$ cat src/rtl/if_pkg.sv
// Shared defaults and types for the instruction-fetch stage and its fetch queue.
package if_pkg;

    localparam int IF_PC_W   = 32;
    localparam int IF_INS_W  = 32;
    localparam int IF_IMEM_AW = 7;

    localparam int unsigned RESET_PC = 0;

    // Queue entry at the default widths; parametrised instances build the same layout locally.
    typedef struct packed {
        logic [IF_PC_W-1:0]  pc_p1;
        logic [IF_INS_W-1:0] ins;
    } fq_entry_t;

endpackage

$ cat src/rtl/if_fifo.sv
// Generic synchronous FIFO with a separate occupancy counter; flush beats push and pop.
module if_fifo #(
    parameter int WIDTH = 8,
    parameter int DEPTH = 4
) (
    input  logic                     clk,
    input  logic                     rst_n,
    input  logic                     push_i,
    input  logic                     pop_i,
    input  logic                     flush_i,
    input  logic [WIDTH-1:0]         din_i,
    output logic                     full_o,
    output logic                     empty_o,
    output logic [$clog2(DEPTH):0]   count_o,
    output logic [WIDTH-1:0]         head_o
);

    localparam int PTR_W = $clog2(DEPTH);

    logic [PTR_W-1:0] wr_ptr_q, wr_ptr_d;
    logic [PTR_W-1:0] rd_ptr_q, rd_ptr_d;
    logic [PTR_W:0]   count_q, count_d;
    logic [WIDTH-1:0] mem_q [DEPTH];
    logic             do_push, do_pop;

    assign full_o  = (count_q == (PTR_W+1)'(DEPTH));
    assign empty_o = (count_q == '0);
    assign count_o = count_q;
    assign head_o  = mem_q[rd_ptr_q];

    // A push into a full queue is only legal when the head leaves in the same cycle.
    assign do_push = push_i & ~flush_i & (~full_o | pop_i);
    assign do_pop  = pop_i & ~flush_i & ~empty_o;

    always_comb begin
        wr_ptr_d = wr_ptr_q;
        rd_ptr_d = rd_ptr_q;
        count_d  = count_q;
        if (flush_i) begin
            wr_ptr_d = '0;
            rd_ptr_d = '0;
            count_d  = '0;
        end else begin
            if (do_push) wr_ptr_d = wr_ptr_q + PTR_W'(1);
            if (do_pop)  rd_ptr_d = rd_ptr_q + PTR_W'(1);
            case ({do_push, do_pop})
                2'b10:   count_d = count_q + (PTR_W+1)'(1);
                2'b01:   count_d = count_q - (PTR_W+1)'(1);
                default: count_d = count_q;
            endcase
        end
    end

    always_ff @(posedge clk or negedge rst_n) begin
        if (!rst_n) begin
            wr_ptr_q <= '0;
            rd_ptr_q <= '0;
            count_q  <= '0;
        end else begin
            wr_ptr_q <= wr_ptr_d;
            rd_ptr_q <= rd_ptr_d;
            count_q  <= count_d;
        end
    end

    always_ff @(posedge clk) begin
        if (do_push) mem_q[wr_ptr_q] <= din_i;
    end

endmodule

$ cat src/rtl/if_fetch_queue.sv
// Instruction fetch with a small queue towards decode; redirects flush the queue and reload the PC.
// Define IF_FQ_BYPASS_EN to present the current fetch directly to decode when the queue is empty.
module if_fetch_queue
    import if_pkg::*;
#(
    parameter int PC_W     = IF_PC_W,
    parameter int IMEM_AW  = IF_IMEM_AW,
    parameter int INS_W    = IF_INS_W,
    parameter int FQ_DEPTH = 4
) (
    input  logic                        clk,
    input  logic                        rst_n,
    input  logic                        redirect_valid,
    input  logic [PC_W-1:0]             redirect_pc,
    output logic [IMEM_AW-1:0]          imem_addr,
    input  logic [INS_W-1:0]            imem_rdata,
    output logic                        out_valid,
    output logic [INS_W-1:0]            out_ins,
    output logic [PC_W-1:0]             out_pc_p1,
    input  logic                        out_ready,
    output logic [$clog2(FQ_DEPTH):0]   fq_count
);

    typedef struct packed {
        logic [PC_W-1:0]  pc_p1;
        logic [INS_W-1:0] ins;
    } entry_t;

    logic [PC_W-1:0] pc_q, pc_d, pc_p1;
    entry_t          head, push_ent;
    logic            full, empty, fifo_pop, fetch_en, push;

    assign pc_p1     = pc_q + PC_W'(1);
    assign imem_addr = pc_q[IMEM_AW-1:0];
    assign push_ent  = '{pc_p1: pc_p1, ins: imem_rdata};

    assign fifo_pop  = ~empty & out_ready;
    assign fetch_en  = ~redirect_valid & (~full | fifo_pop);

`ifdef IF_FQ_BYPASS_EN
    logic bypass;
    // An empty queue exposes the fetch in flight; if decode takes it, it never enters the queue.
    assign bypass    = empty & ~redirect_valid;
    assign push      = fetch_en & ~(bypass & out_ready);
    assign out_valid = ~empty | bypass;
    assign out_ins   = bypass ? imem_rdata : head.ins;
    assign out_pc_p1 = bypass ? pc_p1 : head.pc_p1;
`else
    assign push      = fetch_en;
    assign out_valid = ~empty;
    assign out_ins   = head.ins;
    assign out_pc_p1 = head.pc_p1;
`endif

    always_comb begin
        pc_d = pc_q;
        if (redirect_valid) pc_d = redirect_pc;
        else if (fetch_en)  pc_d = pc_p1;
    end

    always_ff @(posedge clk or negedge rst_n) begin
        if (!rst_n) pc_q <= PC_W'(RESET_PC);
        else        pc_q <= pc_d;
    end

    if_fifo #(
        .WIDTH ($bits(entry_t)),
        .DEPTH (FQ_DEPTH)
    ) u_fifo (
        .clk     (clk),
        .rst_n   (rst_n),
        .push_i  (push),
        .pop_i   (fifo_pop),
        .flush_i (redirect_valid),
        .din_i   (push_ent),
        .full_o  (full),
        .empty_o (empty),
        .count_o (fq_count),
        .head_o  (head)
    );

endmodule

$ cat config.mk
export PLATFORM = sky130hd
export DESIGN_NAME = if_fetch_queue
export DESIGN_NICKNAME = d
export VERILOG_FILES = /design/src/rtl/if_pkg.sv /design/src/rtl/if_fifo.sv /design/src/rtl/if_fetch_queue.sv
export SDC_FILE = /design/constraint.sdc
export NUM_CORES = 1
export LEC_CHECK = 0
export ABC_CLOCK_PERIOD_IN_PS = 7500
export BUFFER_PORTS_ARGS = -buffer_cell sky130_fd_sc_hd__buf_2
export CORE_MARGIN = 2
export CORE_UTILIZATION = 30
export CTS_CLUSTER_SIZE = 10
export DETAILED_ROUTE_END_ITERATION = 10
export PLACE_DENSITY = 0.5
export RECOVER_POWER = 50
export SKIP_CTS_REPAIR_TIMING = 1
export SYNTH_ARGS = -nofsm -noshare
export SYNTH_HDL_FRONTEND = slang
export SYNTH_SLANG_ARGS = --single-unit
$ cat constraint.sdc
create_clock -name clk -period 7.5 [get_ports clk]
set_input_delay 0.75 -clock clk [delete_from_list [all_inputs] [get_ports clk]]
set_output_delay 0.75 -clock clk [all_outputs]
set_load 0.05 [all_outputs]
==> impl_metrics.ini <==
[run_status]
status = finished, violations left
violations = max-capacitance violations, max-slew violations

[critical_path]
startpoint_type = register
worstPathArrival_ns = 4.44
worstSetupEndpointType = register
crit_fanout = 64
critPathKind = register to register
crit_required_ns = 7.54

[sta]
max_slew_margin_pct = -134
fmax_ghz = 0.228
rsz0062_at_grt = false
finalSetupTns_ns = 0
drv_slew = 203
whs_ns = 0.451
post-route-period-util_pct = 58.6
worst_slew_pin_slew_ns = 3.52
hold_viol = 0
finalSetupViolations = 0
finalClockSkew_ns = 0.0144
min_period_ns = 4.39

[grt]
antenna_found_initial = 1
top_usage_layer = met2
gr-usage-met3_pct = 2.30
grt_start_max_net_pins = 65
grt_pass1_wl_mm = 42.8
overflow = 0
grtUsageMet2_pct = 21.8
grt_pass1_vias = 7058
grtUsageMet1_pct = 18.5
grt_usage_pct = 13.4

[clock_tree]
h-tree-depth = 2
clockBufferDepth = 3
clockRootBuffer = clkbuf_16
path_clk_slew_ns = 0.06
clock_latency_ns = 0.52
cts_buffers = 37
cts.sinks = 295
cts_tree = done

[yosys]
synth_top_area_share_pct = 62.7
synth_fp_nets = 799
yosysSeqAreaShare_pct = 70.7
synth.distinct_cells = 43
ys.flop_type = edfxtp_1
yosys.area.top_type = edfxtp_1
synthCells = 724
synthTopCellsByArea = edfxtp_1, mux4_2, dfrtp_1
ys_ff_latch = 295
avgSynthCellArea_um2 = 16.9
synth-edff-count = 256
synth_area_um2 = 12300
async_flop_share_pct = 13.2
yosysWarnings = 0

[floorplanning]
initial_utilization_pct = 30.2
core_area_um2 = 40600
die_height_um = 206
die_x_um = 206
ios = 143
dieArea_um2 = 42500
num_rows = 74

[power_and_ir_drop]
ir_drop_mv = 0.225
p_leak_nw = 4.76
power_density_nw_per_um2 = 342
p_total_mw = 4.96

[layout]
area_delta_synth_final_pct = 18.1
final_util_pct = 35.7
layout-drive-gt1-share_pct = 25.0
nNetsFinal = 927
final_cell_mix = edfxtp_1, buf_2, mux4_2
layout_commonest_cell = edfxtp_1

[place]
io_buffers = 142
gp_congestion = 0.751
post-dp-hpwl_mm = 17.7

[route]
drc = 0
drtIter0Drc = 371
vias = 6822
viasPerCell = 4.85
routedWlPerCell_um = 20.1
totalWireLength_mm = 28.3
ant_nets = 0
drt_pre_antenna_iters = 4

[run]
drv_cap = 4

[hold_path]
min_path_type = input port to register
final cells by class:
type                    instances  area (µm²)
multi-input cells             358        3280
flip-flops and latches        295        8670
well taps                     532         666
clock buffers                  54        1020
inverters                      11        41.3
diodes                          1        2.50
fillers                      3892       26100
repair buffers                149         704
clock inverters                 8        92.6
synthesized netlist by cell type, types with 8 or more instances:
master    number
clkbuf_1      29
nand3_1       16
mux4_2        64
xor2_1        18
a31oi_1       14
nor2_1        33
or3_1          8
inv_1         10
nor3_1        14
buf_4          8
edfxtp_1     256
nor4_1        17
o21ai_0       16
dfrtp_1       39
buf_2         15
nand2_1       41
xnor2_1       27
or4_1         11
nand4_1       23
path summary, 6_finish.rpt:
| kind | startpoint | to | slack (ns) | depth (start not counted) |
|---|---|---|---|---|
| worst max-delay path | u_fifo.count_o[0] | u_fifo.mem_q[1][21] | 3.11 | 4 |
| worst min-delay path | redirect_pc[6] | pc_q[6] | 0.45 | 3 |
| worst max register to register | u_fifo.count_o[0] | u_fifo.mem_q[1][21] | 3.11 | 4 |
| worst min register to register | u_fifo.rd_ptr_q[1] | u_fifo.rd_ptr_q[1] | 0.59 | 2 |
| max in group asynchronous | rst_n | u_fifo.rd_ptr_q[0] | 4.77 | 1 |
| min in group asynchronous | rst_n | u_fifo.count_o[0] | 0.99 | 1 |
metal layers:
layer / share of wire [%] / wire length (µm) / vias up
met5: 0.046 / 13 / -
met4: 2.0 / 563 / 2
met3: 4.7 / 1340 / 40
met2: 48 / 13500 / 171
met1: 46 / 12900 / 3496
li1: - / - / 3113
where the power goes:
part	leakage (nW)	total [mW]	switching [mW]	internal (mW)
Sequential	2.80	2.05	0.0957	1.95
Combinational	1.42	1.29	0.908	0.382
Clock	0.539	1.62	0.640	0.980
Total	4.76	4.96	1.64	3.31
critical path, stage by stage (launching register included):
cell and delay (ns):
dfrtp_1 0.41, inv_1 0.06, ha_1 0.26, nand3b_1 0.47
and3_1 2.66
sequential cells by signal (all words and copies together) (netlist names):
| register | count |
|---|---|
| u_fifo.wr_ptr_q | 2 |
| u_fifo.mem_q | 256 |
| u_fifo.count_o | 3 |
| u_fifo.rd_ptr_q | 2 |
| pc_q | 32 |
metrics by stage:
| stage | setup slack (ns) | std cells | instance area [µm²] |
|---|---|---|---|
| 4_1_cts | 3.64 | 1407 | 14600 |
| 5_1_grt | 2.64 | 1407 | 14500 |
| 3_5_place_dp | 4.19 | 1345 | 13400 |
| 3_3_place_gp | 4.20 | 1345 | 13400 |
| 6_report | 3.11 | 1408 | 14500 |
| 2_1_floorplan | 4.08 | 724 | 12300 |
kinds of logic after synthesis:
kind of cell / after synthesis / synth area share [%]
xor gates and xnor gates: 45 / 3.22
and+or+nand+nor: 187 / 8.09
buffers and inverters: 71 / 2.60
DFF: 295 / 70.7
adders and majority gates: 7 / 0.714
AOI/OAI and AO/OA: 53 / 2.78
muxes: 66 / 11.9
(Power assumes the default switching activity.)
